[src/rtl/instr_prefetch.sv]
// Instruction prefetch unit: issues single-outstanding ROM reads ahead of decode and
// buffers returned words in a small FIFO, flushing on branch/jump redirects.
module instr_prefetch #(
    parameter logic [31:0] RESET_PC = 32'h00000000,
    parameter int          DEPTH    = 2
) (
    input  logic        clk,
    input  logic        reset_n,
    output logic        rom_rd_en,
    output logic [31:0] rom_addr,
    input  logic [31:0] rom_rdata,
    output logic        instr_valid,
    input  logic        instr_ready,
    output logic [31:0] instr_data,
    output logic [31:0] instr_pc,
    input  logic        redirect_valid,
    input  logic [31:0] redirect_pc
);

    localparam int PTR_W = (DEPTH > 1) ? $clog2(DEPTH) : 1;
    localparam int CNT_W = $clog2(DEPTH + 1);

    logic [31:0]      fetch_pc;
    logic [31:0]      inflight_pc;
    logic             inflight;
    logic [CNT_W-1:0] count;
    logic [PTR_W-1:0] wr_ptr;
    logic [PTR_W-1:0] rd_ptr;
    logic [31:0]      pc_mem   [DEPTH];
    logic [31:0]      data_mem [DEPTH];

    logic             deq;
    logic             enq;
    logic [CNT_W:0]   occupancy;

    function automatic logic [PTR_W-1:0] next_ptr(input logic [PTR_W-1:0] p);
        return (p == PTR_W'(DEPTH - 1)) ? '0 : p + 1'b1;
    endfunction

    assign instr_valid = (count != '0) && !redirect_valid;
    assign instr_data  = data_mem[rd_ptr];
    assign instr_pc    = pc_mem[rd_ptr];
    assign deq         = instr_valid && instr_ready;
    // A word returning in a redirect cycle belongs to the abandoned path.
    assign enq         = inflight && !redirect_valid;

    // Reserving a slot for the outstanding read keeps the FIFO from ever overflowing.
    assign occupancy   = {1'b0, count} + (CNT_W+1)'(inflight) - (CNT_W+1)'(deq);
    assign rom_rd_en   = reset_n && !redirect_valid && (occupancy < (CNT_W+1)'(DEPTH));
    assign rom_addr    = fetch_pc;

    always_ff @(posedge clk or negedge reset_n) begin
        if (!reset_n) begin
            fetch_pc <= RESET_PC;
            inflight <= 1'b0;
            count    <= '0;
            wr_ptr   <= '0;
            rd_ptr   <= '0;
        end else begin
            inflight <= rom_rd_en;
            if (redirect_valid) begin
                fetch_pc <= {redirect_pc[31:2], 2'b00};
                count    <= '0;
                wr_ptr   <= '0;
                rd_ptr   <= '0;
            end else begin
                if (rom_rd_en) fetch_pc <= fetch_pc + 32'd4;
                if (enq) wr_ptr <= next_ptr(wr_ptr);
                if (deq) rd_ptr <= next_ptr(rd_ptr);
                case ({enq, deq})
                    2'b10:   count <= count + 1'b1;
                    2'b01:   count <= count - 1'b1;
                    default: count <= count;
                endcase
            end
        end
    end

    always_ff @(posedge clk) begin
        if (rom_rd_en) inflight_pc <= fetch_pc;
        if (enq) begin
            pc_mem[wr_ptr]   <= inflight_pc;
            data_mem[wr_ptr] <= rom_rdata;
        end
    end

endmodule
[config.mk]
export PLATFORM = sky130hd
export DESIGN_NAME = instr_prefetch
export DESIGN_NICKNAME = d
export VERILOG_FILES = /design/src/rtl/instr_prefetch.sv
export SDC_FILE = /design/constraint.sdc
export NUM_CORES = 1
export LEC_CHECK = 0
export CAP_MARGIN = 40
export CORE_ASPECT_RATIO = 0.8
export CORE_UTILIZATION = 54
export DETAILED_ROUTE_END_ITERATION = 7
export PLACE_DENSITY = 0.85
export SYNTH_ARGS = -nofsm -noshare
export SYNTH_HDL_FRONTEND = slang
export SYNTH_SLANG_ARGS = --single-unit
export TNS_END_PERCENT = 5
[constraint.sdc]
create_clock -name clk -period 10.6 [get_ports clk]
set_input_delay 2.12 -clock clk [delete_from_list [all_inputs] [get_ports clk]]
set_output_delay 2.12 -clock clk [all_outputs]
set_load 0.01 [all_outputs]
After elaboration in Yosys (flattened, before gate mapping)
Memories as Yosys holds them, arrays and structs flattened.
Cells that the tools add are included.
- register bits: 69
- RAM bits: 128
- output and inout bits: 98
- logic and storage cells: 41
- memories: 2
- add/subtract/negate cells: 7
- $lt $le $gt $ge: 1
- eq/ne operators: 2
- multiplexer cells: 12
- reductions and logical operators: 11
- memory list (memory ; depth ; width ; read ports ; clocked after Yosys merged registers in ; wr ports ; line ; source):
    data_mem ; 2 ; 32 ; 1 ; 0 ; 1 ; 30 ; logic [31:0] data_mem [DEPTH];
    pc_mem ; 2 ; 32 ; 1 ; 0 ; 1 ; 29 ; logic [31:0] pc_mem [DEPTH];
- operator list (cell ; number):
    $mux 32 ; 2
    $add 32x3->32 const B ; 1
    $mux 1 ; 8
    $reduce_bool 2->1 ; 4
    $logic_and 1x1->1 ; 5
    $pmux 2 s2 ; 1
    $add 2x1->3 ; 1
    $lt 3x2->1 const B ; 1
    $reduce_bool 3->1 ; 1
    $sub 3x1->3 ; 1
    $add 1x1->1 const B ; 2
    $add 2x1->2 const B ; 1
    $eq 2x1->1 const B ; 1
    $eq 2x2->1 const B ; 1
    $mux 2 ; 1
    $sub 2x1->2 const B ; 1
    $logic_not 1->1 ; 1

Depth between registers and ports, before layout
Gate-level depths: netlist of the first run.
- depth in word-level cells: 8
- mapped depth: 12
- mapped depth without buffers: 10

Least setup slack after synthesis of the first run
No wires, ideal clock.
- kind: input to output
- from: input port redirect_valid
- to: output port rom_rd_en
- data arrival time: 5.860 ns
- required time: 8.480 ns
- slack: 2.620 ns
- stages: 7
- buffers on the path: 0
- cell sequence: nor2_1 -> and2_1 -> ha_1 -> nand2b_1 -> fa_1 -> nand2_1 -> nor3_1
- cells in the longest elaborated chain, start to end: 6
- elaborated cells on any way between the ends: 7
- ends and longest elaborated chain (what ; line ; source):
    from (decl) ; 16 ; input logic redirect_valid,
    $logic_not 1->1 * ; 40, 49 ;
    $logic_and 1x1->1 ; 40 ; assign instr_valid = (count != '0) && !redirect_valid;
    $logic_and 1x1->1 ; 43 ; assign deq = instr_valid && instr_ready;
    $sub 3x1->3 ; 48 ; assign occupancy = {1'b0, count} + (CNT_W+1)'(inflight) - (CNT_W+1)'(deq);
    $lt 3x2->1 ; 49 ; assign rom_rd_en = reset_n && !redirect_valid && (occupancy < (CNT_W+1)'(DEPTH));
    $logic_and 1x1->1 * ; 49 ;
    to (decl) ; 9 ; output logic rom_rd_en,
Every way passes the cells marked *; elsewhere a longest branch is shown, timed or not.

Worst setup path in the final report of the first run
Same ends and word-level chain as after synthesis.

==> results.yml, run 1 <==
status:
  outcome: "complete, no violations"
worst_setup_path:
  crit_buf_inv: 3
  cp-start-kind: "input port"
  crit_type: "input port to output port"
  crit_top_cell: "clkdlybuf4s50_1"
  cp_slowest_cell: "clkdlybuf4s50_1"
  max_stage_delay_ps: 580
  path_delay_family: "buffers and inverters"
  crit_chain: "clkdlybuf4s50_1 -> buf_4 -> nor2_1 -> and2_1 -> ha_1 -> nand2b_1 -> fa_1 -> nand2_1 -> nor3_2 -> clkdlybuf4s50_1"
  worstPathRequired_ps: 8480
  critPathArrivalTime_ps: 5170
  end_kind: "output port"
  cp_max_fo: 33
routing:
  dr_total_vias: 4657
  drc: 0
  wl_um: 15200
  wl_per_cell_um: 18.4
  dr.pass1.iters: 5
  drt_iter0_drc: 378
  antenna_left: 0
  vias_per_cell: 5.67
timing:
  drv_slew: 0
  final_hold_viol_count: 0
  slew_headroom_pct: 41.7
  fmax_mhz: 137
  finalSetupViolCount: 0
  finalCritPeriodShare_pct: 68.7
  whs_ps: 446
  fin_skew_ps: 7.65
  rsz0062_at_grt: "no"
  period_minus_slack_ps: 7290
  tns_ps: 0
  worst_pin_slew_ps: 875
finish:
  nets: 700
  mostFrequentLayoutCell: "clkdlybuf4s50_1"
  drive_gt1_share_pct: 15.9
  layout_common_cells: "clkdlybuf4s50_1 (158), edfxtp_1 (154), mux2_2 (62)"
  fillers: 859
  area_delta_synth_final_pct: 31.7
  postLayoutCellArea_mm2: 0.00983
  antenna_cells: 0
die:
  start_util_pct: 55.3
  die_h_um: 107
  core_area_mm2: 0.0135
  chipWidth_um: 133
  io_pins: 166
  row_count: 38
  fp.dieArea_mm2: 0.0143
yosys:
  ys_types: 37
  syn_inst: 465
  avgSynthCellArea_um2: 16.0
  synth_warnings: 0
  ys_ff_latch: 189
  yosysTopAreaCellShare_pct: 62.0
  seq_area_frac_synth_pct: 73.7
  syn-cell-area_mm2: 0.00746
  synth_top_cell_by_area: "edfxtp_1"
  yosys-top-cells-area: "edfxtp_1 (62%), dfrtp_1 (12%), mux2_2 (9.4%), or4_1 (1.8%), o31ai_1 (1.5%)"
clocking:
  cts-resized-gates: 0
  cts_made_buffers: 17
  clockBufferDepth: 2
  hold_buffers: 0
  clk_pin_slew_worst_paths_ps: 60
  cts_tree: "yes"
  cts_setup_buffers: 0
  htreeDepth: 4
  cts-root-buf: "clkbuf_16"
  cts_sinks: 189
  clk_latency_ps: 420
global_routing:
  grt_pass1_vias: 4554
  antenna_found_initial: 0
  grt_max_degree: 65
  overflow: 0
  grt_pass1_wl_um: 23200
  grt_usage_pct: 21.9
min_path:
  worst_hold_path_type: "register to register"
place:
  hpwl_um: 9540
  gp_congestion: 0.898
  dpl_cell_area_mm2: 0.00925
  io_buffer_count: 159
pwr:
  ir_worst_vdd_mv: 0.134
  powerDensity_mw_per_mm2: 168
  power_w: 0.00165
  power.leakage_nw: 3.33
job:
  max_cap_violations: 0
[flip-flops by register name (all words and copies together), names as in the netlist]
| register | flops |
|---|---|
| data_mem | 64 |
| inflight_pc | 30 |
| rd_ptr | 1 |
| count | 2 |
| rom_addr | 30 |
| wr_ptr | 1 |
| inflight | 1 |
| pc_mem | 60 |
[path summary, 6_finish.rpt]
| check | from | depth (start not counted) | endpoint | slack (ps) |
|---|---|---|---|---|
| max | redirect_valid | 10 | rom_rd_en | 3310 |
| min | inflight_pc[3] | 0 | pc_mem[1][3] | 450 |
| max reg2reg | count[1] | 10 | rom_addr[17] | 7120 |
| min reg2reg | inflight_pc[3] | 0 | pc_mem[1][3] | 450 |
| max in group asynchronous | reset_n | 1 | rd_ptr | 8200 |
| min in group asynchronous | reset_n | 1 | rom_addr[21] | 1810 |
[stage by stage]
| stage | setup WS, ps | util (%) | instances |
|---|---|---|---|
| floorplan | 2620 | - | 468 |
| detailed placement | 3350 | 68.5 | 790 |
| CTS | 3320 | 72.8 | 822 |
| global placement | 3410 | 68.3 | 789 |
| finish | 3310 | 72.8 | 822 |
| global route | 3150 | 72.8 | 822 |
[cells in the mapped netlist]
cell type and n:
edfxtp_1 154, mux2_2 62, dfrtp_1 35, nand2_1 26
nor2_1 24, clkbuf_1 18, or4_1 18, a31oi_1 17
nand3_1 16, o31ai_1 15, o21ai_0 13, nand4_1 8
xnor2_1 7, inv_1 5, and3_1 4, and4_1 4
buf_4 4, nor3_1 4, o211ai_1 4, xor2_1 4
and2_1 3, ha_1 2, mux2i_1 2, nor4_1 2
or3_1 2, a2111oi_0 1, a21oi_1 1, a2bb2oi_1 1
buf_6 1, conb_1 1, fa_1 1, nand2b_1 1
nand3b_1 1, nand4b_1 1, nor3b_1 1, or4_4 1
xnor2_2 1
[final cells by class]
cell class	instances	area [um^2]	share of cell area (%)
Sequential cell	189	5500	56.0
Multi-Input combinational cell	251	1860	18.9
Timing Repair Buffer	165	1650	16.8
Clock buffer	24	482	4.90
Tap cell	180	225	2.29
Clock inverter	8	91.3	0.929
Inverter	5	18.8	0.191
[worst reg2reg max path: stages, from the launching register on]
cell and delay, ps:
dfrtp_1 550, nor2_1 70, nor2_1 140, and2_1 190
ha_1 230, nand2b_1 160, fa_1 450, xnor2_2 350
nand3_1 480, or4_1 610, a31oi_1 170
[report_power, final]
part	leakage, nW	switching, W	total (W)	internal (W)
Clock	0.281	0.000245	0.000608	0.000364
Combinational	1.23	0.0000775	0.000174	0.0000966
Sequential	1.82	0.0000299	0.000872	0.000842
[kinds of logic after synthesis]
| logic type | after synthesis | synth area share [%] |
|---|---|---|
| multiplexers | 64 | 9.62 |
| XOR/XNOR | 12 | 1.51 |
| adder cells (fa/ha/maj) | 3 | 0.604 |
| AND/OR/NAND/NOR | 116 | 8.28 |
| buffers and inverters | 28 | 1.71 |
| flip-flops | 189 | 73.7 |
| AO/OA/AOI/OAI | 52 | 4.51 |
| other | 1 | 0.0503 |
[routing by layer]
| metal | vias to the layer above | routed length, um | GRT usage (%) |
|---|---|---|---|
| met5 | - | 0 | 0 |
| met4 | 0 | 126 | 7.06 |
| met3 | 17 | 1260 | 7.94 |
| met2 | 211 | 7400 | 35.6 |
| met1 | 2291 | 6370 | 27.4 |
| li1 | 2138 | - | - |
(Power assumes the default switching activity.)
==> run 2, diff against run 1 <==
--- a/config.mk
+++ b/config.mk
@@ -7,9 +7,9 @@
 export LEC_CHECK = 0
 export CAP_MARGIN = 40
 export CORE_ASPECT_RATIO = 0.8
-export CORE_UTILIZATION = 54
+export CORE_UTILIZATION = 50
 export DETAILED_ROUTE_END_ITERATION = 7
-export PLACE_DENSITY = 0.85
+export PLACE_DENSITY = 0.79
 export SYNTH_ARGS = -nofsm -noshare
 export SYNTH_HDL_FRONTEND = slang
 export SYNTH_SLANG_ARGS = --single-unit
==> constraint.sdc (replaced) <==
create_clock -name clk -period 6.8 [get_ports clk]
set_input_delay 1.36 -clock clk [delete_from_list [all_inputs] [get_ports clk]]
set_output_delay 1.36 -clock clk [all_outputs]
set_load 0.01 [all_outputs]
==> run 2 against run 1 <==
Net effect:
- the flow now finishes with violations (design-rule violations)
- non-clock buffer count did not move
- global-route usage fell by 1.1 points
- flip-flop and latch count did not move
- combinational power rose by 55%
- utilization fell by 4.8 points
- final cell count rose by 0.36%
- first-iteration DRC count rose by 3.7%
- critical path type unchanged
- highest routed layer unchanged
==> results.yml, run 2 (synthesis gave the netlist of run 1 again) <==
clocking:
  cts_sinks: 189
  cts-root-buf: "clkbuf_16"
  hold_buffers: 0
  clockBufferDepth: 2
  cts-resized-gates: 0
  clk_pin_slew_worst_paths_ps: 60
  htreeDepth: 4
  cts_made_buffers: 17
  cts_setup_buffers: 0
  cts_tree: "yes"
  clk_latency_ps: 420
die:
  start_util_pct: 51.7
  row_count: 39
  io_pins: 166
  fp.dieArea_mm2: 0.0154
  chipWidth_um: 139
  die_h_um: 111
  core_area_mm2: 0.0144
routing:
  vias_per_cell: 5.59
  dr.pass1.iters: 8
  dr_total_vias: 4613
  wl_um: 15300
  drt_iter0_drc: 392
  wl_per_cell_um: 18.5
  antenna_left: 0
  drc: 14
finish:
  largest_register_ffs: 64
  fillers: 982
  nets: 700
  drive_gt1_share_pct: 15.8
  area_delta_synth_final_pct: 31.6
  multi_input_area_mm2: 0.00187
  regArea_mm2: 0.00550
  layout_common_cells: "clkdlybuf4s50_1 (158), edfxtp_1 (154), mux2_2 (62)"
  antenna_cells: 0
  top_register: "data_mem"
  mostFrequentLayoutCell: "clkdlybuf4s50_1"
  largestRegisters: "data_mem: 64 flops, pc_mem: 60 flops"
worst_setup_path:
  crit_chain: "clkdlybuf4s50_1 -> nor2_1 -> and2_1 -> ha_1 -> nand2b_1 -> fa_1 -> nand2_1 -> nor3_2 -> clkdlybuf4s50_1"
  path_delay_family: "buffers and inverters"
  cp-start-kind: "input port"
  max_stage_delay_ps: 570
  cp_max_fo: 5
  reg2reg_depth: 10
  cp_slowest_cell: "clkdlybuf4s50_1"
  crit_type: "input port to output port"
  worstPathRequired_ps: 5440
  timing.rr.start: "count[1]"
  crit_top_cell: "clkdlybuf4s50_1"
  crit_buf_inv: 2
  cp-startpoint: "redirect_valid"
  end_kind: "output port"
  critical_path_depth: 9
  critPathArrivalTime_ps: 4080
place:
  gp_congestion: 0.837
  place_worst_setup_slack_ps: 1410
  hpwl_um: 9930
  io_buffer_count: 159
global_routing:
  grt_pass1_vias: 4798
  grt_usage_pct: 20.8
  antenna_found_initial: 0
  grt_max_degree: 63
  overflow: 0
  grt_pass1_wl_um: 24200
timing:
  finalCritPeriodShare_pct: 79.9
  period_minus_slack_ps: 5440
  finalSetupViolCount: 0
  tns_ps: 0
  fin_ws_ps: 1360
  final_hold_viol_count: 0
  slew_headroom_pct: 42.9
  fmax_mhz: 184
  fin_skew_ps: 5.16
  drv_slew: 0
  rsz0062_at_grt: "no"
  worst_pin_slew_ps: 857
status:
  outcome: "complete, but fails checks"
  failed_checks: "design-rule violations"
pwr:
  powerDensity_mw_per_mm2: 258
  ir_worst_vdd_mv: 0.210
  power.leakage_nw: 3.31
  power_w: 0.00253
min_path:
  holdCritStartpoint: "inflight_pc[11]"
  worst_hold_path_type: "register to register"
  hold_depth: 0
job:
  max_cap_violations: 0
## run 2: worst paths after layout
check,end,slack (ps)
max reg2reg,rom_addr[17],3270
max,rom_rd_en,1360
min,pc_mem[0][11],450
min in group asynchronous,count[0],1050
min reg2reg,pc_mem[0][11],450
max in group asynchronous,rd_ptr,5160
## run 2: per-stage QoR
step	hold WS (ps)	std cells	instance area, um^2	utilization, %
global route	452	825	9820	68.0
finish	445	825	9820	68.0
detailed placement	429	794	9290	64.3
floorplan	421	468	7480	-
global placement	424	792	9230	63.9
CTS	444	825	9820	68.0
## run 2: worst register-to-register path: stages (launching register included)
cell      delay, ps
dfrtp_1         550
nor2_1           90
nor2_1          140
and2_1          200
ha_1            240
nand2b_1        150
fa_1            440
xnor2_2         360
nand3_1         480
or4_1           610
a31oi_1         180
## run 2: metal layers
metal	up-vias	routed length [um]	part of all wire, %	global-route usage [%]
li1	2138	-	-	-
met2	168	7290	48	32.6
met3	20	1330	8.7	6.05
met5	-	0	0	0
met1	2287	6430	42	26.9
met4	0	218	1.4	9.51
## run 2: where the power goes
part,internal (W),total (W),switching [W]
Combinational,0.000151,0.000270,0.000118
Sequential,0.00131,0.00136,0.0000481
Clock,0.000499,0.000899,0.000401
Total,0.00196,0.00253,0.000567
## run 2: final cells by class
type                       count  area share (%)
tap                          184            2.34
clock buffer                  19            4.41
sequential                   189            56.0
inverter                       5           0.191
clock inverter                12           0.994
timing repair buffer         165            17.0
multi-input combinational    251            19.0
==> run 3, diff against run 2 <==
--- a/config.mk
+++ b/config.mk
@@ -7,9 +7,9 @@
 export LEC_CHECK = 0
 export CAP_MARGIN = 40
 export CORE_ASPECT_RATIO = 0.8
-export CORE_UTILIZATION = 50
+export CORE_UTILIZATION = 45
 export DETAILED_ROUTE_END_ITERATION = 7
-export PLACE_DENSITY = 0.79
+export PLACE_DENSITY = 0.75
 export SYNTH_ARGS = -nofsm -noshare
 export SYNTH_HDL_FRONTEND = slang
 export SYNTH_SLANG_ARGS = --single-unit
==> constraint.sdc (replaced) <==
create_clock -name clk -period 4.76 [get_ports clk]
set_input_delay 0.952 -clock clk [delete_from_list [all_inputs] [get_ports clk]]
set_output_delay 0.952 -clock clk [all_outputs]
set_load 0.01 [all_outputs]
==> run 3 against run 2 <==
Net effect:
- the run now ends clean
- setup slack got worse by 1200 ps
- sequential share of layout area decreased by 0.48 points
- register-to-register slack got worse by 1900 ps
- final cell count increased by 4.2%
- count of clock-buffer cells in the layout unchanged
- non-clock buffer count increased by 3
- worst hold slack improved by 2.5 ps
- critical path depth unchanged
- first-iteration DRC count decreased by 29%
- via count increased by 0.35%
==> results.yml, run 3 (synthesis gave the netlist of run 1 again) <==
finish:
  mostFrequentLayoutCell: "clkdlybuf4s50_1"
  fillers: 1201
  nets: 703
  top_register: "data_mem"
  largestRegisters: "data_mem: 64 flops, pc_mem: 60 flops"
  area_delta_synth_final_pct: 32.7
  fin_cells: 860
  drive_gt1_share_pct: 16.4
  multi_input_area_mm2: 0.00187
  final_core_util_pct: 61.9
  regArea_mm2: 0.00550
  postLayoutCellArea_mm2: 0.00990
  antenna_cells: 0
  largest_register_ffs: 64
  layout_common_cells: "clkdlybuf4s50_1 (158), edfxtp_1 (154), mux2_2 (62)"
worst_setup_path:
  end_kind: "output port"
  cp_max_fo: 5
  worstPathRequired_ps: 3810
  critPathArrivalTime_ps: 3600
  crit_type: "input port to output port"
  cp-start-kind: "input port"
clocking:
  cts-resized-gates: 0
  cts_made_buffers: 17
  cts_sinks: 189
  clk_latency_ps: 420
  clk_pin_slew_worst_paths_ps: 60
  clockBufferDepth: 2
  hold_buffers: 0
  cts-root-buf: "clkbuf_16"
  cts_tree: "yes"
  cts_setup_buffers: 0
  htreeDepth: 4
routing:
  wl_um: 15700
  wl_per_cell_um: 18.2
  vias_per_cell: 5.38
  dr.pass1.iters: 5
  drt_iter0_drc: 280
  antenna_left: 0
  dr_total_vias: 4629
  drc: 0
timing:
  rsz0062_at_grt: "no"
  finalSetupViolCount: 0
  final_hold_viol_count: 0
  whs_ps: 448
  finalCritPeriodShare_pct: 95.6
  fmax_mhz: 220
  worst_pin_slew_ps: 648
  fin_skew_ps: 7.35
  drv_slew: 0
  period_minus_slack_ps: 4550
  slew_headroom_pct: 56.8
place:
  dp_cells: 828
  dpl_cell_area_mm2: 0.00933
  hpwl_um: 10400
  gp_congestion: 0.860
  io_buffer_count: 159
global_routing:
  overflow: 0
  grt_pass1_vias: 4546
  antenna_found_initial: 0
  grt_pass1_wl_um: 24100
  grt_max_degree: 48
  grt_usage_pct: 18.9
die:
  start_util_pct: 46.6
  io_pins: 166
  die_h_um: 117
  fp.dieArea_mm2: 0.0171
  core_area_mm2: 0.0160
  chipWidth_um: 146
  row_count: 41
pwr:
  ir_worst_vdd_mv: 0.245
  power.leakage_nw: 3.32
  powerDensity_mw_per_mm2: 373
status:
  outcome: "complete, no violations"
min_path:
  worst_hold_path_type: "register to register"
job:
  max_cap_violations: 0
## run 3: final timing paths
kind / from / endpoint / slack (ps) / cells after the start
max in group asynchronous: reset_n / rd_ptr / 3800 / 2
min reg2reg: inflight_pc[18] / pc_mem[1][18] / 450 / 0
max: redirect_valid / rom_rd_en / 210 / 9
min in group asynchronous: reset_n / rom_addr[6] / 600 / 2
min: inflight_pc[18] / pc_mem[1][18] / 450 / 0
max reg2reg: count[1] / rom_addr[15] / 1330 / 10
## run 3: layer usage
layer	track usage, %	wire [um]
met1	24.3	6820
met2	30.1	7380
met3	6.67	1230
met4	7.01	225
met5	0	0
## run 3: per-stage QoR
step                setup slack, ps  total power, W  TNS, ps
floorplan                      -884         0.00213   -13120
global placement                252         0.00235        0
detailed placement              252         0.00237        0
CTS                             230         0.00372        0
global route                   90.4         0.00383        0
finish                          209         0.00370        0
## run 3: layout make-up
| class | instances | share of cell area, % |
|---|---|---|
| Tap cell | 215 | 2.72 |
| Clock inverter | 13 | 1.43 |
| Clock buffer | 19 | 4.37 |
| Inverter | 5 | 0.189 |
| Sequential cell | 189 | 55.5 |
| Timing Repair Buffer | 168 | 16.9 |
| Multi-Input combinational cell | 251 | 18.8 |
## run 3: critical path, stage by stage
cell and delay (ps):
clkdlybuf4s50_1 430, nor2_1 150, and2_1 190, ha_1 240, nand2b_1 160, fa_1 540, nand2_1 150, nor3_2 220
clkdlybuf4s50_1 580
## run 3: power breakdown
part / switching (W) / internal (W)
registers: 0.0000703 / 0.00187
logic: 0.000170 / 0.000216
clock network: 0.000589 / 0.000776
total: 0.000829 / 0.00287
